**src/rtl/mem_fifo_ctrl.sv**
```systemverilog
// mem_fifo_ctrl: valid/ready stream FIFO built around an external dual-port RAM
// with a combinational read port. The RAM holds up to A_MAX words and one
// more word sits in the registered output stage, so total capacity is A_MAX+1.
module mem_fifo_ctrl #(
    parameter int D_WIDTH = 64,
    parameter int A_WIDTH = 7,
    parameter int A_MAX   = 128
) (
    input  logic               clock,
    input  logic               reset,
    input  logic               flush,
    input  logic [D_WIDTH-1:0] in_data,
    input  logic               in_valid,
    output logic               in_ready,
    output logic [D_WIDTH-1:0] out_data,
    output logic               out_valid,
    input  logic               out_ready,
    output logic [D_WIDTH-1:0] mem_data,
    output logic [A_WIDTH-1:0] mem_write_addr,
    output logic               mem_we,
    output logic [A_WIDTH-1:0] mem_read_addr,
    input  logic [D_WIDTH-1:0] mem_q,
    output logic [A_WIDTH:0]   level,
    output logic               full,
    output logic               empty
);

    localparam logic [A_WIDTH-1:0] PTR_LAST = A_WIDTH'(A_MAX - 1);
    localparam logic [A_WIDTH:0]   CNT_MAX  = (A_WIDTH + 1)'(A_MAX);

    logic [A_WIDTH-1:0] wr_ptr_q, wr_ptr_d;
    logic [A_WIDTH-1:0] rd_ptr_q, rd_ptr_d;
    logic [A_WIDTH:0]   ram_count_q, ram_count_d;
    logic               out_valid_q, out_valid_d;
    logic [D_WIDTH-1:0] out_data_q, out_data_d;
    logic               clr;
    logic               push;
    logic               load;

    // Depth need not be a power of two, so wrap explicitly at A_MAX-1.
    function automatic logic [A_WIDTH-1:0] ptr_inc(input logic [A_WIDTH-1:0] p);
        return (p == PTR_LAST) ? '0 : p + 1'b1;
    endfunction

    // Handshake decode and status flags; reset/flush suppress any RAM access.
    always_comb begin
        clr            = reset | flush;
        full           = (ram_count_q == CNT_MAX);
        in_ready       = ~full;
        push           = in_valid & in_ready & ~clr;
        load           = (ram_count_q != '0) & (~out_valid_q | out_ready) & ~clr;
        mem_we         = push;
        mem_write_addr = wr_ptr_q;
        mem_data       = in_data;
        mem_read_addr  = rd_ptr_q;
        level          = ram_count_q + {{A_WIDTH{1'b0}}, out_valid_q};
        empty          = (level == '0);
        out_valid      = out_valid_q;
        out_data       = out_data_q;
    end

    // Next-state: pointers advance on their events, output stage refills from RAM
    // whenever it is empty or being consumed, and count tracks RAM occupancy only.
    always_comb begin
        wr_ptr_d    = wr_ptr_q;
        rd_ptr_d    = rd_ptr_q;
        ram_count_d = ram_count_q;
        out_valid_d = out_valid_q;
        out_data_d  = out_data_q;
        if (push) begin
            wr_ptr_d = ptr_inc(wr_ptr_q);
        end
        if (load) begin
            rd_ptr_d    = ptr_inc(rd_ptr_q);
            out_data_d  = mem_q;
            out_valid_d = 1'b1;
        end else if (out_valid_q & out_ready) begin
            out_valid_d = 1'b0;
        end
        case ({push, load})
            2'b10:   ram_count_d = ram_count_q + 1'b1;
            2'b01:   ram_count_d = ram_count_q - 1'b1;
            default: ram_count_d = ram_count_q;
        endcase
    end

    // State registers; flush clears exactly like reset. RAM contents are left alone.
    always_ff @(posedge clock) begin
        if (reset || flush) begin
            wr_ptr_q    <= '0;
            rd_ptr_q    <= '0;
            ram_count_q <= '0;
            out_valid_q <= 1'b0;
            out_data_q  <= '0;
        end else begin
            wr_ptr_q    <= wr_ptr_d;
            rd_ptr_q    <= rd_ptr_d;
            ram_count_q <= ram_count_d;
            out_valid_q <= out_valid_d;
            out_data_q  <= out_data_d;
        end
    end

endmodule

```
**config.mk**
```make
export PLATFORM = sky130hd
export DESIGN_NAME = mem_fifo_ctrl
export DESIGN_NICKNAME = d
export VERILOG_FILES = /design/src/rtl/mem_fifo_ctrl.sv
export SDC_FILE = /design/constraint.sdc
export NUM_CORES = 1
export LEC_CHECK = 0
export CAP_MARGIN = 5
export CELL_PAD_IN_SITES_DETAIL_PLACEMENT = 1
export CELL_PAD_IN_SITES_GLOBAL_PLACEMENT = 1
export CORE_MARGIN = 2
export CORE_UTILIZATION = 26
export CTS_CLUSTER_DIAMETER = 50
export DETAILED_ROUTE_END_ITERATION = 8
export PLACE_DENSITY = 0.83
export SLEW_MARGIN = 30
export SYNTH_ARGS = -nofsm -noshare
export SYNTH_HDL_FRONTEND = slang
export SYNTH_SLANG_ARGS = --single-unit
```
**constraint.sdc**
```tcl
create_clock -name clock -period 4.8 [get_ports clock]
set_input_delay 1.2 -clock clock [delete_from_list [all_inputs] [get_ports clock]]
set_output_delay 1.2 -clock clock [all_outputs]
set_load 0.01 [all_outputs]
```
==> results of run 1 <==
==> state kept, by name, indices dropped and copies added (netlist names) <==
signal          flops
ram_count_q         8
mem_read_addr       7
mem_write_addr      7
out_valid           1
out_data           64
==> placed cells by master, fill, tap and decap left out, types with 3 or more instances in the layout <==
cell type and instances:
ha_1 11, clkbuf_1 4, dfxtp_1 87, o22ai_1 3, buf_4 8, nand3_1 12
or3_2 3, a31oi_1 5, a21o_1 3, or3_1 4, a21oi_1 67, o21ai_0 5
clkbuf_16 9, a21oi_2 10, o211ai_1 3, xor2_1 5, a211oi_1 3, a311oi_1 3
nand2_1 148, nor2_1 16, clkdlybuf4s50_1 159, nand4_1 5, inv_1 7, nor3_1 6
xnor2_1 7
==> layer usage <==
metal,wire (microns),up-vias,track usage [%]
li1,-,1926,-
met1,5250,1789,15.6
met2,5790,103,22.8
met3,651,29,3.04
met4,363,0,7.09
met5,0,-,0
==> how the worst max path moves through the flow <==
stage                           endpoint  depth (start not counted)
after CTS                         mem_we                          6
after global routing              mem_we                          6
after global placement            mem_we                          6
final                             mem_we                          6
after floorplan           ram_count_q[6]                         11
after detailed placement          mem_we                          6
==> cell type report <==
class,count,area [sq um]
Fill cell,1961,10700
Multi-Input combinational cell,352,1910
Inverter,7,26.3
Clock buffer,13,240
Timing Repair Buffer,167,1650
Sequential cell,87,1740
Tap cell,220,275
Clock inverter,3,20.0
==> metrics by stage <==
stage	worst slack [ps]	utilization (%)	hold WS, ps
finish	616	35.5	453
global placement	692	33.9	442
floorplan	1200	-	481
global route	474	35.5	470
detailed placement	601	33.9	447
CTS	598	35.5	457
==> report_power, final <==
part / switching (mW) / total [mW] / internal, mW
sequential: 0.00488 / 0.733 / 0.728
combinational: 0.0580 / 0.133 / 0.0753
clock: 0.287 / 0.638 / 0.351
total: 0.350 / 1.50 / 1.15
==> critical path: stages <==
cell and delay [ps]:
clkdlybuf4s50_1 500, inv_1 50, a31oi_1 410, nand2_1 170, inv_1 90, clkdlybuf4s50_1 550
==> logic make-up (layout without fill, tap and decap cells) <==
| kind of cell | after synthesis | count (layout) |
|---|---|---|
| DFF | 87 | 87 |
| muxes | 2 | 2 |
| and+or+nand+nor | 211 | 211 |
| adders and majority gates | 12 | 12 |
| AOI/OAI and AO/OA | 115 | 115 |
| buffers and inverters | 101 | 190 |
| xor gates and xnor gates | 12 | 12 |
==> impl_metrics.ini, run 1 <==
[outcome]
outcome = completed

[cts]
clk_path_buf_depth = 2
htreeDepth = 3
cts_resized = 0
tritoncts = yes
cts_sinks = 87
cts_setup_buffers = 0
hold_buffers = 0
cts_buffers = 9
clockRootBuffer = clkbuf_16
clk_latency_ps = 340
path_clk_slew_ps = 60

[setup_path]
r2r_cells = 9
cp-start-kind = input pin
rr_endpoint = ram_count_q[6]
cp-startpoint = in_valid
crit_fanout = 5
cp.arrival_ps = 2980
end_kind = output port
r2r_setup_slack_ps = 1570
r2r_start = ram_count_q[1]
required_ps = 3600
critical_path_class = in2out

[global_route]
globalRouteOverflowTotal = 0
antenna_found_initial = 0
grt_pass1_vias = 3814
grtUsageTotal_pct = 13.3
grt_max_degree = 77
grt_pass1_wl_microns = 19200

[power_and_ir_drop]
powerDensity_nw_per_um2 = 256
power_mw = 1.50
ir_drop_v = 0.000223
p_leak_nw = 1.98

[routing]
drc = 0
via_count = 3847
drt_first_pass_iters = 4
drt-initial-drc-count = 120
wl_per_cell_microns = 14.2
routed_wl_microns = 12100
detail_route.vias_per_cell = 4.53
ant_nets = 0

[floorplanning]
start_util_pct = 26.4
die-area_sq_um = 17900
die_x_microns = 134
die_h_microns = 134
core_sq_um = 16500
std_cell_rows = 47
pin_count = 288

[timing]
drv_slew = 0
tns_ps = 0
finalHoldViolCount = 0
period_needed_ps = 4180
rsz0062_at_grt = false
fin_crit_sh_pct = 87.2
max_clock_freq_mhz = 239
setup_viol = 0
skew_ps = 5.93
slew-limit-headroom_pct = 46.4
worst_pin_slew_ps = 805

[hold_path]
min_from = out_data[24]
min_path_cells = 2
min_to = out_data[24]
hold_path_class = reg2reg

[synth]
syn_nets = 685
synth_compound_area_share_pct = 16.3
syn_inst = 540
synth.area.mux_share_pct = 0.458
synth-xor-area-share_pct = 2.40
ys.flop_type = dfxtp_1
synth_edf_count = 0
yosysSeqAreaShare_pct = 39.9
synthAdderAreaFrac_pct = 3.61
synth_cell_types = 52
yosysTopAreaCellShare_pct = 39.9
syn_area_sq_um = 4370
synth_warnings = 0
synth_top_family_by_area = simple AND/OR/NAND/NOR gates
synthArstFlopShare_pct = 0
synth-simple-area-share_pct = 21.0
yosysTopAreaCell = dfxtp_1
ys_top_cells_by_count = nand2_1, dfxtp_1, a21oi_1
synth_area_leaders = dfxtp_1, nand2_1, buf_4, a21oi_1, ha_1
synth.most_common_cell = nand2_1
syn_area_per_cell_sq_um = 8.09
ys_seq_elements = 87

[layout]
instances_no_fill = 849
layout.nets = 769
drive_above_1_share_pct = 7.00
area_growth_pct = 34.3
n_antenna_cell = 0
fin_area_sq_um = 5870

[placed_design]
gp_congestion = 0.797
placed_cells = 833
post-dp-hpwl_microns = 8530
port_buffers = 159
placed_area_sq_um = 5610

[run]
drv_cap = 0
Note: power is estimated with default switching activity, not from simulation.
==> run 2, diff against run 1 <==
--- a/config.mk
+++ b/config.mk
@@ -5,6 +5,7 @@
 export SDC_FILE = /design/constraint.sdc
 export NUM_CORES = 1
 export LEC_CHECK = 0
+export ABC_AREA = 1
 export CAP_MARGIN = 5
 export CELL_PAD_IN_SITES_DETAIL_PLACEMENT = 1
 export CELL_PAD_IN_SITES_GLOBAL_PLACEMENT = 1
@@ -12,7 +13,7 @@
 export CORE_UTILIZATION = 26
 export CTS_CLUSTER_DIAMETER = 50
 export DETAILED_ROUTE_END_ITERATION = 8
-export PLACE_DENSITY = 0.83
+export PLACE_DENSITY = 0.85
 export SLEW_MARGIN = 30
 export SYNTH_ARGS = -nofsm -noshare
 export SYNTH_HDL_FRONTEND = slang
==> impl_metrics.ini, run 2 <==
[outcome]
outcome = completed

[layout]
n_antenna_cell = 0
fillCellCount = 1980
largest_register_ff_count = 64
mostFrequentLayoutCells = clkdlybuf4s50_1, nor2_1, dfxtp_1
drive_above_1_share_pct = 5.51
final_core_util_pct = 36.3
area_growth_pct = 37.1
layout.nets = 830
final_common_cell = clkdlybuf4s50_1

[synth]
syn_area_per_cell_sq_um = 7.29
syn_inst = 598
synth_warnings = 0
synth_cell_types = 29
ys.flop_type = dfxtp_1
yosysTopAreaCell = dfxtp_1
yosysTopAreaCellShare_pct = 40.0
syn_nets = 743
synth_area_leaders = dfxtp_1, nor2_1, buf_4, o21ai_0, nand2_1
synth_edf_count = 0
synthArstFlopShare_pct = 0
syn_area_sq_um = 4360
synth.most_common_cell = nor2_1
ys_top_cells_by_count = nor2_1, dfxtp_1, nand2_1, o21ai_0, buf_4
ys_seq_elements = 87
yosysSeqAreaShare_pct = 40.0

[power_and_ir_drop]
pwr-share-seq_pct = 39.8
powerDensity_nw_per_um2 = 344
p_leak_nw = 2.49
power.switching_uw = 626
clock_power_share_pct = 34.9
sw_frac_of_total_pct = 30.5
ir_drop_v = 0.000208
power_frac_comb_pct = 25.2
p_int_mw = 1.43

[cts]
clk_path_buf_depth = 2
cts_setup_buffers = 0
path_clk_slew_ps = 70
hold_buffers = 0
cts_sinks = 87
tritoncts = yes
clk_latency_ps = 340
cts_resized = 0
cts_buffers = 9
htreeDepth = 3
clockRootBuffer = clkbuf_16

[routing]
ant_nets = 0
routed_wl_microns = 13100
drt_first_pass_iters = 4
drc = 0
drt-initial-drc-count = 156
detail_route.vias_per_cell = 4.41
wl_per_cell_microns = 14.4
via_count = 4012

[setup_path]
cp-start-kind = input pin
required_ps = 3600
crit_path_max_incr_delay_ps = 540
crit_fanout = 7
cp.arrival_ps = 2690
critical_path.cell_chain = clkdlybuf4s50_1 -> nor2_4 -> nand3_2 -> inv_2 -> clkdlybuf4s50_1
critical_path_class = in2out
end_kind = output port
cp_common_cell = clkdlybuf4s50_1
slowest_stage = clkdlybuf4s50_1
r2r_cells = 15

[placed_design]
gp_congestion = 0.761
port_buffers = 159
pre_cts_slack_ps = 906
post-dp-hpwl_microns = 9340

[timing]
max_clock_freq_mhz = 257
slew-limit-headroom_pct = 53.2
period_needed_ps = 3890
setup_viol = 0
rsz0062_at_grt = false
fin_crit_sh_pct = 81.1
worst_pin_slew_ps = 702
tns_ps = 0
finalHoldViolCount = 0
drv_slew = 0
skew_ps = 7.01
fin_ws_ps = 908

[global_route]
antenna_found_initial = 0
grt_pass1_wl_microns = 21300
grt_max_degree = 72
grt_pass1_vias = 4218
globalRouteOverflowTotal = 0
grtUsageTotal_pct = 15.0

[floorplanning]
die-area_sq_um = 17800
core_sq_um = 16500
std_cell_rows = 47
die_x_microns = 133
pin_count = 288
start_util_pct = 26.5
die_h_microns = 133

[hold_path]
min_path_cells = 2
hold_path_class = reg2reg

[run]
drv_cap = 0
[run 2: cell types whose count changed after synthesis, sizes merged, moves of 5 or more]
cell and change:
nor2 +142, nand2 -76, o21ai +60, a21oi -56, inv +37, clkbuf -13, nand3 +11, or3 -7
buf +6, xor2 +6, a31oi -5, xnor2 -5
[run 2: per-layer routing]
metal	share of wire (%)	up-vias	global-route usage, %
li1	-	1993	-
met1	43	1854	17.2
met2	46	134	24.8
met3	8.1	31	5.67
met4	2.9	0	6.80
met5	0	-	0
[run 2: through the flow]
step | cells | power [mW] | hold slack (ps) | instance area [sq um]
after floorplan | 598 | 1.15 | 483 | 4360
after global placement | 893 | 1.33 | 463 | 5650
after detailed placement | 894 | 1.36 | 476 | 5670
after CTS | 910 | 2.09 | 489 | 5970
after global routing | 910 | 2.18 | 538 | 5970
final | 910 | 2.05 | 490 | 5970
[run 2: layout make-up]
| cell class | count | area, sq um | share of cell area, % |
|---|---|---|---|
| Timing Repair Buffer | 163 | 1640 | 27.5 |
| Clock buffer | 10 | 229 | 3.83 |
| Sequential cell | 87 | 1740 | 29.2 |
| Clock inverter | 6 | 68.8 | 1.15 |
| Inverter | 44 | 165 | 2.77 |
| Tap cell | 220 | 275 | 4.61 |
| Multi-Input combinational cell | 380 | 1850 | 31.0 |
[run 2: final timing paths]
kind                 endpoint             start  slack, ps
min reg2reg  mem_read_addr[6]  mem_read_addr[6]        490
max reg2reg    ram_count_q[7]    ram_count_q[3]       2180
min          mem_read_addr[6]  mem_read_addr[6]        490
max                    mem_we             flush        910
[run 2: worst max-delay path: cells and delay by family]
family                 cells  cell delay [ps]
buffers and inverters      3             1120
AND/OR/NAND/NOR            2              370
[run 2: cells by family after synthesis]
kind of cell / after synthesis / synth area share, %
AOI/OAI and AO/OA: 90 / 10.7
xor gates and xnor gates: 13 / 2.61
adders and majority gates: 12 / 3.62
buffers and inverters: 131 / 17.8
DFF: 87 / 40.0
and+or+nand+nor: 265 / 25.2
[run 2: power groups by stage]
stage / Clock (mW) / Combinational [mW] / Sequential (mW)
after floorplan: 0 / 0.299 / 0.855
after global placement: 0 / 0.505 / 0.830
after detailed placement: 0 / 0.526 / 0.833
after CTS: 0.745 / 0.530 / 0.817
after global routing: 0.778 / 0.573 / 0.825
final: 0.717 / 0.518 / 0.817
==> run 3, diff against run 2 <==
--- a/config.mk
+++ b/config.mk
@@ -10,10 +10,10 @@
 export CELL_PAD_IN_SITES_DETAIL_PLACEMENT = 1
 export CELL_PAD_IN_SITES_GLOBAL_PLACEMENT = 1
 export CORE_MARGIN = 2
-export CORE_UTILIZATION = 26
+export CORE_UTILIZATION = 22
 export CTS_CLUSTER_DIAMETER = 50
 export DETAILED_ROUTE_END_ITERATION = 8
-export PLACE_DENSITY = 0.85
+export PLACE_DENSITY = 0.76
 export SLEW_MARGIN = 30
 export SYNTH_ARGS = -nofsm -noshare
 export SYNTH_HDL_FRONTEND = slang
==> constraint.sdc (replaced) <==
create_clock -name clock -period 3.2 [get_ports clock]
set_input_delay 0.8 -clock clock [delete_from_list [all_inputs] [get_ports clock]]
set_output_delay 0.8 -clock clock [all_outputs]
set_load 0.01 [all_outputs]
==> impl_metrics.ini, run 3 (synthesis results as in run 2) <==
[cts]
clk_latency_ps = 340
clk_path_buf_depth = 2
cts_sinks = 87
htreeDepth = 3
path_clk_slew_ps = 70
clockRootBuffer = clkbuf_16
tritoncts = yes
hold_buffers = 0
cts_buffers = 9

[timing]
skew_ps = 7.65
period_needed_ps = 3060
fin_worst_hold_slack_ps = 484
rsz0062_at_grt = false
worst_pin_slew_ps = 823
fin_crit_sh_pct = 95.6
tns_ps = 0
setup_viol = 0
max_clock_freq_mhz = 327
slew-limit-headroom_pct = 44.9
fin_ws_ps = 142
drv_slew = 0
finalHoldViolCount = 0

[floorplanning]
start_util_pct = 22.4
pin_count = 288
die_h_microns = 145
die_x_microns = 145
die-area_sq_um = 20900
std_cell_rows = 51
core_sq_um = 19500

[power_and_ir_drop]
ir_drop_v = 0.000264
powerDensity_nw_per_um2 = 513
power_mw = 3.10
p_leak_nw = 2.51

[setup_path]
slowest_stage = clkdlybuf4s50_1
crit_fanout = 4
cp_common_cell = clkdlybuf4s50_1
required_ps = 2400
critical_path_class = in2out
end_kind = output port
crit_path_max_incr_delay_ps = 540
critical_path.cell_chain = clkdlybuf4s50_1 -> nor2_4 -> nand3_2 -> inv_2 -> clkdlybuf4s50_1
cp.arrival_ps = 2260
critPathBufInv = 3
crit_family = buffers and inverters
cp-start-kind = input pin

[outcome]
outcome = completed

[placed_design]
post-dp-hpwl_microns = 9450
placed_area_sq_um = 5740
port_buffers = 159
gp_congestion = 0.756
pre_cts_slack_ps = 5.11
placed_cells = 941

[global_route]
grtUsageTotal_pct = 12.5
grt_pass1_wl_microns = 20700
grt_pass1_vias = 4081
grt_max_degree = 70
antenna_found_initial = 0
globalRouteOverflowTotal = 0

[layout]
layout.nets = 832
mostFrequentLayoutCells = clkdlybuf4s50_1, nor2_1, dfxtp_1
final_common_cell = clkdlybuf4s50_1
largest_register_ff_count = 64
area_growth_pct = 38.8
n_antenna_cell = 0
drive_above_1_share_pct = 5.78
final_core_util_pct = 31.1
instances_no_fill = 957
fin_area_sq_um = 6050

[run]
drv_cap = 0

[routing]
detail_route.vias_per_cell = 4.20
ant_nets = 0
routed_wl_microns = 13100
via_count = 4020
drt-initial-drc-count = 167
drc = 0
drt_first_pass_iters = 4
wl_per_cell_microns = 13.7

[hold_path]
hold_path_class = reg2reg
run 3: worst register-to-register path, stage by stage, from the launching register on:
cell and delay, ps:
dfxtp_1 330, buf_4 160, nor2_1 130, nand2_2 120, nor2_4 200, nor2_8 50
nand2_4 80, inv_2 60, ha_1 310, ha_1 410, a21oi_1 200, nand2_1 120
nand2_1 90, nand2_1 50, nand2_1 50, nand3_1 60, nand2_1 70, inv_1 40
run 3: final timing paths:
kind | start | end | slack [ps] | cells after the start
worst min-delay path | mem_read_addr[6] | mem_read_addr[6] | 480 | 2
worst max register to register | ram_count_q[0] | ram_count_q[5] | 590 | 17
worst max-delay path | flush | mem_we | 140 | 5
worst min register to register | mem_read_addr[6] | mem_read_addr[6] | 480 | 2
run 3: timing repair:
action / in CTS / in global routing
setup endpoints to repair: 0 / 1
endpoints found under the hold margin: 0 / 0
buffers inserted: 0 / 0
gates resized for setup: 0 / 1
run 3: power by group:
group	switching, mW	internal [mW]
logic	0.418	0.348
registers	0.0508	1.17
clock network	0.475	0.636
total	0.943	2.16
run 3: cell type report:
type                       instances  area, sq um
clock buffer                      11          243
clock inverter                     5         65.1
fill                            2366        13400
inverter                          44          165
multi-input combinational        380         1850
sequential                        87         1740
tap                              265          332
timing repair buffer             165         1650
run 3: routing by layer:
| metal | vias up | share of wire [%] | GRT usage [%] |
|---|---|---|---|
| met5 | - | 0 | 0 |
| met4 | 0 | 2.0 | 4.75 |
| met3 | 27 | 8.4 | 4.94 |
| met2 | 132 | 46 | 20.0 |
| met1 | 1866 | 44 | 15.3 |
| li1 | 1995 | - | - |
==> variant 1: new RTL, settings of run 2 <==
`D_WIDTH`: 64 -> 72.
--- a/src/rtl/mem_fifo_ctrl.sv
+++ b/src/rtl/mem_fifo_ctrl.sv
@@ -2,7 +2,7 @@
 // with a combinational read port. The RAM holds up to A_MAX words and one
 // more word sits in the registered output stage, so total capacity is A_MAX+1.
 module mem_fifo_ctrl #(
-    parameter int D_WIDTH = 64,
+    parameter int D_WIDTH = 72,
     parameter int A_WIDTH = 7,
     parameter int A_MAX   = 128
 ) (
Interface: changed (resized in_data, mem_data, mem_q and out_data); port bits go from 288 to 320. The function was not compared with the original's and may differ.
==> variant 1 against run 2 <==
  * Cell area increased by 6.8%
  * Hold slack better by 0.0077 ns
  * Sequential share of layout area is 0.65 points higher
  * First-iteration DRC count is 22% lower
  * Worst setup slack worse by 0.10 ns
  * Routed wire length grew 2.1%
  * Utilization down 0.63 points
  * Area after synthesis grew 8.7%
  * Power is 10% higher
  * Sequential cell count is 8 higher
  * Cell count up 5.7%
  * Critical path type unchanged
  * Critical endpoint unchanged
  * Largest power group unchanged
==> variant 1: results <==
logic_synthesis:
  ys_seq_area_share_pct: 40.2
  post_synth_most_frequent_cells: "sky130_fd_sc_hd__nor2_1, sky130_fd_sc_hd__dfxtp_1, sky130_fd_sc_hd__buf_4"
  synthTopCellsByArea: "sky130_fd_sc_hd__dfxtp_1, sky130_fd_sc_hd__nor2_1, sky130_fd_sc_hd__buf_4"
  synth_cell_types: 30
  yosysWarningCount: 0
  syn-num-nets: 797
placed_design:
  last_weighted_congestion_value_of_the_routability_driven_placer: 0.773
  portbufs: 175
  dp.final_hpwl_mm: 9.70
route:
  detail_route.wirelength.met1_mm: 5.69
  length_of_routed_met3_wiring_mm: 1.30
  firstDrtPassIters: 4
  drt_iter0_drcs: 122
  met2_wirelength_mm: 6.08
  route.vias.total: 4246
  drt_wl_total_mm: 13.4
  max_layer_used: "met4"
global_routing:
  grt_start_max_net_pins: 77
  grtUsageTotal_pct: 14.1
  antenna_found_initial: 0
  grt_pass1_wl_mm: 22.1
  grt_pass1_vias: 4422
power_and_ir_drop:
  leakage_nw: 2.63
  worst_ir_drop_vdd_uv: 175
worst_setup_path:
  cpPeakStageDelay_ns: 0.54
  cp_max_fo: 8
  data_arrival_critical_path_ns: 2.79
sta:
  relSlewSlack_pct: 42.7
  timing.clock.skew_ns: 0.00754
cells_and_area:
  n_fill_cell: 2196
  layout-drive-gt1-share_pct: 6.41
  antenna_cells_inserted: 0
  largest_register_ffs: 72
  nNetsFinal: 889
clocking:
  cts_max_path_buffers: 2
  worst_skew_pair.late_latency_ns: 0.35
  cts-buffers-inserted: 9
  cts_hold_buffers: 0
  clkTransAtPathRegs_ns: 0.07
outcome:
  status: "completed"
==> variant 1: worst paths after layout <==
check                                                 start  depth (start not counted)                           to  slack [ns]
worst max-delay path                                  flush                          5                       mem_we        0.81
worst max register to register  ram_count_q[1]$_SDFFE_PP0P_                         16  ram_count_q[7]$_SDFFE_PP0P_        2.18
worst min register to register    out_data[59]$_SDFFE_PP0P_                          2    out_data[59]$_SDFFE_PP0P_        0.50
worst min-delay path              out_data[59]$_SDFFE_PP0P_                          2    out_data[59]$_SDFFE_PP0P_        0.50
==> variant 1: layout make-up <==
cell class,count,area share (%)
tap,229,4.49
inverter,44,2.59
sequential,95,29.8
clock buffer,9,3.53
clock inverter,7,1.26
multi-input combinational,399,30.2
timing repair buffer,179,28.1
==> variant 1: layer usage <==
| layer | vias up | GRT usage, % |
|---|---|---|
| met3 | 26 | 6.84 |
| li1 | 2123 | - |
| met5 | - | 0 |
| met2 | 150 | 22.8 |
| met4 | 0 | 5.26 |
| met1 | 1947 | 16.1 |
==> variant 1: stage by stage <==
| stage | instance area, µm² | std cells | power [mW] | worst slack [ns] |
|---|---|---|---|---|
| 3_5_place_dp | 6070 | 946 | 1.55 | 0.813 |
| 4_1_cts | 6380 | 962 | 2.31 | 0.812 |
| 6_report | 6380 | 962 | 2.26 | 0.808 |
| 2_1_floorplan | 4730 | 636 | 1.35 | 1.79 |
| 3_3_place_gp | 6070 | 946 | 1.54 | 0.814 |
| 5_1_grt | 6380 | 962 | 2.40 | 0.732 |
==> variant 1: worst max-delay path, delay by kind of cell <==
| family | cells | cell delay (ns) |
|---|---|---|
| simple gates | 2 | 0.44 |
| buf+inv | 3 | 1.16 |
==> variant 1: cell families after synthesis <==
family / share of synthesized area, %
adders and majority gates: 3.33
and+or+nand+nor: 23.5
xor gates and xnor gates: 2.04
DFF: 40.2
AOI/OAI and AO/OA: 11.8
buffers and inverters: 19.2
==> variant 1: report_power, final <==
part / switching, mW / total (mW) / leakage, nW / internal, mW
registers: 0.0445 / 0.906 / 0.774 / 0.861
logic: 0.337 / 0.612 / 1.72 / 0.274
clock network: 0.332 / 0.741 / 0.136 / 0.410
total: 0.714 / 2.26 / 2.63 / 1.55
==> variant 2: new RTL, config.mk and constraints of run 2 <==
Made on the original files. Register the output `level`, without a reset; this adds one clock of latency there. The other outputs are not delayed to match.
--- a/src/rtl/mem_fifo_ctrl.sv
+++ b/src/rtl/mem_fifo_ctrl.sv
@@ -28,6 +28,8 @@
     localparam logic [A_WIDTH-1:0] PTR_LAST = A_WIDTH'(A_MAX - 1);
     localparam logic [A_WIDTH:0]   CNT_MAX  = (A_WIDTH + 1)'(A_MAX);
 
+    logic [A_WIDTH:0] level_d;
+
     logic [A_WIDTH-1:0] wr_ptr_q, wr_ptr_d;
     logic [A_WIDTH-1:0] rd_ptr_q, rd_ptr_d;
     logic [A_WIDTH:0]   ram_count_q, ram_count_d;
@@ -53,8 +55,8 @@
         mem_write_addr = wr_ptr_q;
         mem_data       = in_data;
         mem_read_addr  = rd_ptr_q;
-        level          = ram_count_q + {{A_WIDTH{1'b0}}, out_valid_q};
-        empty          = (level == '0);
+        level_d        = ram_count_q + {{A_WIDTH{1'b0}}, out_valid_q};
+        empty          = (level_d == '0);
         out_valid      = out_valid_q;
         out_data       = out_data_q;
     end
@@ -101,5 +103,9 @@
         end
     end
 
+    always_ff @(posedge clock) begin
+        level <= level_d;
+    end
+
 endmodule
 
Formal check against the unedited RTL: not equivalent (a bounded check fails within 4 cycles, from zero or initial values).
==> variant 2 against run 2 <==
  * Sequential share of layout area increased by 1.9 points
  * Worst setup slack lost 0.014 ns
  * Combinational power up 4%
  * Sequential cell count rose by 8
  * Count of clock-buffer cells in the layout unchanged
  * Cell area up 2.4%
  * Area after synthesis up 3.9%
  * Routed wire length shrank 4.2%
  * Hold slack gained 0.0062 ns
  * Power rose by 8.1%
  * First-iteration DRC count up 6.4%
  * Critical endpoint unchanged
==> variant 2: results <==
outcome:
  status: "completed"
route:
  firstDrtPassIters: 4
  wl_per_cell_um: 13.5
  vias_per_cell: 4.38
  route.vias.total: 4072
  drt_iter0_drcs: 166
cells_and_area:
  layout-drive-gt1-share_pct: 4.55
  n_fill_cell: 2113
  nNetsFinal: 845
  antenna_cells_inserted: 0
  largest_register_ffs: 64
global_routing:
  grtUsageTotal_pct: 13.9
  grt_start_max_net_pins: 67
  antenna_found_initial: 0
  grt_pass1_wl_mm: 20.4
clocking:
  cts_root_buf: "sky130_fd_sc_hd__clkbuf_16"
  cts-resized-gates: 0
  postCtsSetupRepairBufs: 0
  worst_skew_pair.late_latency_ns: 0.34
  htreeDepth: 3
  cts_max_path_buffers: 2
  cts-buffers-inserted: 9
  clkTransAtPathRegs_ns: 0.07
logic_synthesis:
  avgSynthCellArea_um2: 7.38
  post_synth_most_frequent_cells: "sky130_fd_sc_hd__nor2_1, sky130_fd_sc_hd__dfxtp_1, sky130_fd_sc_hd__nand2_1"
  syn-num-nets: 758
  synthTopCellsByArea: "sky130_fd_sc_hd__dfxtp_1, sky130_fd_sc_hd__nor2_1, sky130_fd_sc_hd__buf_4"
  synth-async-reset-ratio_pct: 0
  synth_cell_types: 26
  yosysWarningCount: 0
  ys_seq_area_share_pct: 42.0
worst_hold_path:
  hp-class: "reg2reg"
placed_design:
  post-place-cells: 914
  dp.final_hpwl_mm: 9.10
  placement.setup.worst_slack_ns: 0.721
  last_weighted_congestion_value_of_the_routability_driven_placer: 0.814
  portbufs: 159
power_and_ir_drop:
  leakage_nw: 2.59
  worst_ir_drop_vdd_uv: 262
sta:
  timing.clock.skew_ns: 0.00482
  worstMarginPinSlew_ns: 0.762
worst_setup_path:
  cp_max_fo: 8
  worst_path_max_delay_cell: "sky130_fd_sc_hd__clkdlybuf4s50_1"
  critical-path-top-delay-family: "buffers and inverters"
  cpPeakStageDelay_ns: 0.54
  data_arrival_critical_path_ns: 2.71
## variant 2: cell count changes after synthesis, moves of 2 or more
cell,delta
sky130_fd_sc_hd__dfxtp_1,+8
sky130_fd_sc_hd__buf_2,-6
sky130_fd_sc_hd__a21oi_1,+5
sky130_fd_sc_hd__o21ai_0,-44
sky130_fd_sc_hd__inv_2,+2
sky130_fd_sc_hd__nor3_1,-3
sky130_fd_sc_hd__inv_1,+2
sky130_fd_sc_hd__buf_4,+3
sky130_fd_sc_hd__a21oi_2,-3
sky130_fd_sc_hd__nand2_1,+5
sky130_fd_sc_hd__o21ai_1,+50
sky130_fd_sc_hd__buf_6,+3
## variant 2: layout make-up
| type | instances | area share (%) |
|---|---|---|
| clock buffers | 10 | 3.91 |
| clock inverters | 5 | 1.35 |
| inverters | 49 | 3.01 |
| multi-input cells | 382 | 29.5 |
| flip-flops and latches | 95 | 31.1 |
| well taps | 225 | 4.60 |
| repair buffers | 163 | 26.5 |
## variant 2: where the power goes
group          internal (mW)  switching [mW]
clock                  0.468           0.309
sequential             0.860          0.0431
combinational          0.241           0.297
## variant 2: worst paths after layout
path,start,to,slack [ns],cells past startpoint
max,flush,mem_we,0.89,5
min reg2reg,out_data[16]$_SDFFE_PP0P_,out_data[16]$_SDFFE_PP0P_,0.50,2
min,out_data[16]$_SDFFE_PP0P_,out_data[16]$_SDFFE_PP0P_,0.50,2
max reg2reg,ram_count_q[3]$_SDFFE_PP0P_,ram_count_q[5]$_SDFFE_PP0P_,2.16,16
## variant 2: routing by layer
metal  part of all wire (%)  vias to the layer above  global-route usage, %
li1                       -                     2040                      -
met1                     42                     1904                   15.6
met2                     48                      113                   23.6
met3                    8.6                       15                   6.75
met4                    1.7                        0                   3.99
met5                      0                        -                      0
## variant 2: worst min-delay path, stage by stage, from the launching register on
cell and delay (ns):
sky130_fd_sc_hd__dfxtp_1 0.33, sky130_fd_sc_hd__o21ai_1 0.07, sky130_fd_sc_hd__nor2_1 0.07
## variant 2: logic make-up after synthesis
logic type / Yosys count / share of synthesized area, %
compound gates: 97 / 10.8
xor+xnor: 13 / 2.52
fa+ha+maj: 12 / 3.48
buf+inv: 136 / 18.2
flops: 95 / 42.0
simple gates: 260 / 23.0
## variant 2: through the flow
step	instance area, µm²	power, mW	hold slack, ns	utilization (%)
6_report	6120	2.22	0.496	35.6
5_1_grt	6120	2.36	0.532	35.6
4_1_cts	6120	2.26	0.501	35.6
3_5_place_dp	5800	1.47	0.485	33.7
3_3_place_gp	5800	1.46	0.476	33.7
2_1_floorplan	4530	1.28	0.514	-
